===== config.mk =====
export PLATFORM = sky130hd
export DESIGN_NAME = pipe_sequencer
export DESIGN_NICKNAME = d
export VERILOG_FILES = /design/src/rtl/pipe_seq_pkg.sv /design/src/rtl/sat_counter.sv /design/src/rtl/pipe_sequencer.sv
export SDC_FILE = /design/constraint.sdc
export NUM_CORES = 1
export LEC_CHECK = 0
export CAP_MARGIN = 20
export CORE_MARGIN = 2
export CORE_UTILIZATION = 40
export CTS_BUF_LIST = sky130_fd_sc_hd__clkbuf_8
export DETAILED_ROUTE_END_ITERATION = 10
export GPL_TIMING_DRIVEN = 1
export PLACE_DENSITY = 0.66
export SLEW_MARGIN = 10
export SYNTH_ARGS = -nofsm -noshare
export SYNTH_HDL_FRONTEND = slang
export SYNTH_SLANG_ARGS = --single-unit

===== constraint.sdc =====
create_clock -name clk -period 4 [get_ports clk]
set_clock_uncertainty 0.15 [all_clocks]
set_input_delay 0.8 -clock clk [delete_from_list [all_inputs] [get_ports clk]]
set_output_delay 0.8 -clock clk [all_outputs]
set_load 0.02 [all_outputs]

===== src/rtl/pipe_seq_pkg.sv =====
// Shared definitions for the pipeline sequencer: FSM state encoding and
// fixed stage indices.
package pipe_seq_pkg;

  typedef enum logic [1:0] {
    ST_RUN       = 2'd0,
    ST_HALT      = 2'd1,
    ST_STEP_WAIT = 2'd2
  } seq_state_t;

  localparam int IF_STAGE = 0;
  localparam int ID_STAGE = 1;

  // WB sits at the end of the pipe, so its index follows the stage count
  localparam int DEFAULT_STAGES = 5;
  localparam int WB_STAGE       = DEFAULT_STAGES - 1;

  function automatic int wb_stage(input int stages);
    return stages - 1;
  endfunction

endpackage


===== src/rtl/sat_counter.sv =====
// Statistics counter that sticks at all-ones instead of wrapping.
module sat_counter #(
  parameter int WIDTH = 32
) (
  input  logic             clk,
  input  logic             clear,
  input  logic             inc,
  output logic [WIDTH-1:0] count
);

  always_ff @(posedge clk) begin
    if (clear) begin
      count <= '0;
    end else if (inc && (count != '1)) begin
      count <= count + WIDTH'(1);
    end
  end

endmodule


===== src/rtl/pipe_sequencer.sv =====
// In-order pipeline sequencer: stall, redirect, halt and statistics.
// Optional single-step mode is built when PIPE_SEQ_SINGLE_STEP_EN is defined.
module pipe_sequencer
  import pipe_seq_pkg::*;
#(
  parameter int STAGES         = 5,
  parameter int PC_W           = 12,
  parameter int RESET_PC       = 0,
  parameter int REDIRECT_STAGE = 2,
  parameter int CNT_W          = 32
) (
  input  logic              clk,
  input  logic              rst,
  input  logic              hazard,
  input  logic              redirect,
  input  logic [PC_W-1:0]   redirect_pc,
  input  logic              halt_req,
  input  logic              resume,
  input  logic              step_mode,
  input  logic              step,
  output logic [PC_W-1:0]   pc,
  output logic [STAGES-1:0] valid,
  output logic [STAGES-1:0] adv,
  output logic [CNT_W-1:0]  cycle_cnt,
  output logic [CNT_W-1:0]  retire_cnt,
  output logic [CNT_W-1:0]  bubble_cnt,
  output logic [CNT_W-1:0]  flush_cnt,
  output logic              halted,
  output logic              running
);

  localparam int WB = wb_stage(STAGES);

  if (STAGES < 4 || REDIRECT_STAGE < 2 || REDIRECT_STAGE > STAGES - 2) begin : g_bad_cfg
    $error("pipe_sequencer: need STAGES>=4 and 2<=REDIRECT_STAGE<=STAGES-2");
  end

  seq_state_t        state;
  seq_state_t        state_nxt;
  logic              go;
  logic              redir_acc;
  logic              bubble_acc;
  logic              halt_acc;
  logic [STAGES-1:0] valid_nxt;
  logic [PC_W-1:0]   pc_nxt;
  logic              unused_step;

  assign unused_step = ^{step_mode, step};

  always_comb begin
    go = (state == ST_RUN);
`ifdef PIPE_SEQ_SINGLE_STEP_EN
    if (state == ST_STEP_WAIT && step) go = 1'b1;
`endif
    redir_acc  = go && redirect && valid[REDIRECT_STAGE];
    bubble_acc = go && hazard && valid[ID_STAGE] && !redir_acc;
    halt_acc   = (state == ST_RUN) && halt_req && valid[WB];

    adv       = '0;
    valid_nxt = valid;
    pc_nxt    = pc;
    if (go) begin
      adv = '1;
      valid_nxt[IF_STAGE] = 1'b1;
      for (int i = 1; i < STAGES; i++) valid_nxt[i] = valid[i-1];
      pc_nxt = pc + PC_W'(4);
      if (redir_acc) begin
        pc_nxt = redirect_pc;
        for (int i = 1; i <= REDIRECT_STAGE; i++) valid_nxt[i] = 1'b0;
      end else if (bubble_acc) begin
        // IF/ID hold their contents; a bubble is injected into stage 2
        adv[ID_STAGE:IF_STAGE]  = '0;
        valid_nxt[IF_STAGE]     = valid[IF_STAGE];
        valid_nxt[ID_STAGE]     = valid[ID_STAGE];
        valid_nxt[ID_STAGE + 1] = 1'b0;
        pc_nxt                  = pc;
      end
    end

    state_nxt = state;
    case (state)
      ST_RUN: begin
        if (halt_acc) state_nxt = ST_HALT;
`ifdef PIPE_SEQ_SINGLE_STEP_EN
        else if (step_mode) state_nxt = ST_STEP_WAIT;
`endif
      end
      ST_HALT: if (resume) state_nxt = ST_RUN;
      ST_STEP_WAIT: begin
`ifdef PIPE_SEQ_SINGLE_STEP_EN
        if (!step_mode) state_nxt = ST_RUN;
`else
        state_nxt = ST_RUN;
`endif
      end
      default: state_nxt = ST_RUN;
    endcase
  end

  always_ff @(posedge clk) begin
    if (rst) begin
      state   <= ST_RUN;
      pc      <= PC_W'(RESET_PC);
      valid   <= STAGES'(1);
      halted  <= 1'b0;
      running <= 1'b1;
    end else begin
      state   <= state_nxt;
      pc      <= pc_nxt;
      valid   <= valid_nxt;
      halted  <= (state_nxt == ST_HALT);
      running <= (state_nxt == ST_RUN);
    end
  end

  sat_counter #(.WIDTH(CNT_W)) u_cycle_cnt (
    .clk   (clk),
    .clear (rst),
    .inc   (state != ST_HALT),
    .count (cycle_cnt)
  );

  sat_counter #(.WIDTH(CNT_W)) u_retire_cnt (
    .clk   (clk),
    .clear (rst),
    .inc   (adv[WB] && valid[WB]),
    .count (retire_cnt)
  );

  sat_counter #(.WIDTH(CNT_W)) u_bubble_cnt (
    .clk   (clk),
    .clear (rst),
    .inc   (bubble_acc),
    .count (bubble_cnt)
  );

  sat_counter #(.WIDTH(CNT_W)) u_flush_cnt (
    .clk   (clk),
    .clear (rst),
    .inc   (redir_acc),
    .count (flush_cnt)
  );

endmodule


==> summary.md <==
| Metric | Value |
|---|---|
| Syn Nets | `918` |
| Fillers | `about 1.7k` |
| Crit-path slowest cell | `clkdlybuf4s50_1` |
| PwrDens | `between 300 and 400 nW/µm²` |
| Violated checks | `design-rule violations` |
| Post-Synth Simple-Gate Area | `roughly a third` |
| Post-Syn Area | `between 7000 and 8000 µm²` |
| Global route overflow | `0` |
| VDD IR max | `between 0.2 and 0.25 mV` |
| Static Leak | `about 0.0030 µW` |
| Gpl congestion | `0.801` |
| CP required | `between 3000 and 4000 ps` |
| CP most frequent cell | `clkdlybuf4s50_1` |
| Syn Area/Cell | `between 8 and 9 µm²` |
| Routed wl met2 | `slightly above 9 mm` |
| Gates resized, CTS repair | `0` |
| Min-delay worst type | `flip-flop to flip-flop` |
| Commonest non-fill, non-tap cells in the layout | `clkdlybuf4s50_1, dfxtp_1, a21oi_1` |
| Clock transition at path regs | `approximately 80 ps` |
| Post-synthesis mux area share | `roughly 1.9%` |
| WL/cell | `around 15 µm` |
| Initial core utilization | `about two fifths` |
| Initial antenna violation count | `0` |
| Leading cell type in the layout, fill and taps excluded | `clkdlybuf4s50_1` |
| Die width | `roughly 140 µm` |
| Max Cap Viol | `0` |
| Async set-reset flop share out of synthesis | `0%` |
| Adder-cell share of the synthesized area | `less than 1%` |
| Clk buf depth | `2` |
| Yosys Warn Count | `0` |
| CTS tree | `done` |
| Largest family of logic cells by synthesized area | `simple AND/OR/NAND/NOR gates` |
| Via count | `between 7k and 8k` |
| Routed WL | `around 20 mm` |
| Setup violations, final | `0` |
| Die ar. | `slightly below 20,000 µm²` |
| Clk sink count | `149` |
| First drt pass iteration count | `10` |
| H-tree levels | `4` |
| Final worst-path cycle share | `a little under nine tenths` |
| Port bufs | `approximately 170` |
| Fmax | `0.294 GHz` |
| Vias in the first global route | `6,747` |
| First-pass GRT wire length | `33.4 mm` |
| Element type at the critical path end | `output pin` |
| Post-synthesis cell type count | `64` |
| Slew headroom | `40.1%` |
| Crit-path max FO | `4` |
| M1 wire length | `just over 9 mm` |
| # Post-CTS Setup Buffers | `0` |
| Worst slew pin tran | `~890 ps` |
| Inserted Diodes | `0` |
| Compound-Gate Fraction of Synth Area | `16.5%` |
| Vias per cell | `approximately 5.7` |
| Sequential area share after synthesis | `approximately 40%` |
| Total CTS buffers | `17` |
| Worst path cell trace | `clkdlybuf4s50_1 > nand4bb_1 > a31oi_2 > clkdlybuf4s50_1` |
| Yosys reg bits | `between 100 and 150` |
| DR top layer | `met4` |
| DRC viols | `13` |
| Status | `complete, but fails checks` |
| Post-DP HPWL | `around 14 mm` |
| All-layer global routing usage | `approximately a fifth` |
| Final hold vios | `0` |
| CP peak stage delay | `between 600 and 700 ps` |
| WL met3 | `roughly 1.2 mm` |
| Critical path class | `input port to output pin` |
| Crit path launch type | `input port` |
| Clk root buf | `clkbuf_8` |
| Fin crit period | `3410 ps` |
| Die Y | `140 µm` |
| Hold buffer count at CTS | `0` |
| Post-synth EDFFs | `0` |
| Row cnt | `49` |
| CORE AREA | `18,100 µm²` |
| Synthesized instance count | `893` |
| Post-layout nets | `between 1k and 1.5k` |
| RSZ-0062 raised after global routing | `false` |
| Main synth FF type | `dfxtp_1` |
| Clk Latency, worst-skew pair | `about 460 ps` |
| I/O pins | `roughly 170` |
| Post-Synth XOR/XNOR Area | `about 5.1%` |
| Fin Setup TNS | `0 ps` |
| Final ANT Viol Nets | `0` |
| Share of layout cells above drive strength 1 | `between 7 and 8%` |
| Largest net degree at the start of global routing | `49` |
| Final Max Slew Viols | `0` |
| Hold_ws | `roughly 310 ps` |
| Arrival @ worst endpoint | `~2500 ps` |
| Drt initial violations | `approximately 530` |
| Area grow syn2layout | `31.7%` |
==> flip-flops by register name, indices dropped and copies added, names as in the netlist <==
signal and cells:
pc 12, u_retire_cnt.count 32, state 2, valid 5, u_cycle_cnt.count 32, u_flush_cnt.count 32
u_bubble_cnt.count 32, halted 1, running 1
==> cell families (layout without fill, tap and decap cells) <==
| family | count (synthesis) | in the layout |
|---|---|---|
| other | 1 | 1 |
| DFF | 149 | 149 |
| AOI/OAI and AO/OA | 207 | 207 |
| muxes | 13 | 13 |
| buffers and inverters | 63 | 233 |
| xor gates and xnor gates | 43 | 43 |
| adders and majority gates | 5 | 5 |
| and+or+nand+nor | 412 | 412 |
==> stage by stage <==
step	worst slack, ps	power (µW)	util [%]	instance area, µm²	std cells
floorplan	1220	1600	-	7400	893
global placement	583	1660	51.4	9300	1260
detailed placement	578	1660	51.4	9300	1260
CTS	588	2990	53.9	9750	1292
global route	521	3060	53.9	9750	1292
finish	593	2950	53.9	9750	1292
==> cell usage after synthesis, types with 2 or more instances <==
| cell | count | share of area (%) |
|---|---|---|
| o21ai_0 | 54 | 3.7 |
| or2_2 | 4 | 0.34 |
| a311oi_1 | 2 | 0.24 |
| or4_2 | 2 | 0.24 |
| mux2_2 | 9 | 1.4 |
| clkbuf_8 | 2 | 0.37 |
| xor2_1 | 14 | 1.7 |
| and4_1 | 18 | 2.1 |
| or3_1 | 45 | 3.8 |
| nor4_1 | 22 | 1.9 |
| buf_4 | 4 | 0.41 |
| nand3b_1 | 3 | 0.30 |
| nor4b_1 | 3 | 0.36 |
| inv_1 | 16 | 0.81 |
| o2111ai_1 | 4 | 0.47 |
| nor3_1 | 9 | 0.61 |
| a22oi_1 | 3 | 0.30 |
| or4_4 | 2 | 0.30 |
| and3_1 | 12 | 1.0 |
| mux2i_1 | 4 | 0.54 |
| or3_2 | 2 | 0.20 |
| o31ai_1 | 29 | 2.9 |
| a31o_2 | 2 | 0.24 |
| nand4_1 | 45 | 3.8 |
| dfxtp_1 | 149 | 40 |
| nor2b_1 | 12 | 1.0 |
| nand2_1 | 65 | 3.3 |
| nand3_1 | 42 | 2.8 |
| ha_1 | 5 | 0.85 |
| clkbuf_1 | 38 | 1.9 |
| and2_1 | 11 | 0.93 |
| xnor2_1 | 29 | 3.4 |
| a211oi_1 | 7 | 0.71 |
| or4_1 | 30 | 3.0 |
| a21boi_0 | 2 | 0.20 |
| nand2b_1 | 5 | 0.42 |
| nor2_1 | 69 | 3.5 |
| o211ai_1 | 5 | 0.51 |
| a21o_1 | 2 | 0.20 |
| a21oi_1 | 88 | 6.0 |
==> area by class of cell <==
cell class                 instances  area [µm²]  share of cell area (%)
multi-input combinational        681        4150                    42.6
sequential                       149        2980                    30.6
timing repair buffer             185        1820                    18.7
tap                              229         287                    2.94
clock buffer                      17         234                    2.40
clock inverter                    15         214                    2.19
inverter                          16        60.1                   0.616
==> critical path, delay by kind of cell <==
| family | cells | cell delay [ps] |
|---|---|---|
| buffers and inverters | 2 | 1170 |
| AO/OA/AOI/OAI | 1 | 320 |
| AND/OR/NAND/NOR | 1 | 170 |
==> worst paths after layout <==
kind	start	end	slack (ps)	cells after the start
setup / recovery	redirect	adv[1]	590	4
hold / removal	pc[1]$_SDFFE_PP0P_	pc[1]$_SDFFE_PP0P_	310	2
setup reg to reg	u_cycle_cnt.count[0]$_SDFFE_PP0P_	u_cycle_cnt.count[22]$_SDFFE_PP0P_	1070	6
hold reg to reg	pc[1]$_SDFFE_PP0P_	pc[1]$_SDFFE_PP0P_	310	2
==> layer usage <==
layer	vias to the layer above	global-route usage (%)
met3	16	5.30
met4	0	5.90
met2	183	32.6
li1	3660	-
met5	-	0
met1	3489	27.3
==> power breakdown <==
group | total (µW) | internal, µW | switching (µW)
sequential | 1500 | 1490 | 11.1
clock | 1330 | 737 | 590
combinational | 121 | 51.4 | 69.3
Power figures use the tool's default switching activity.
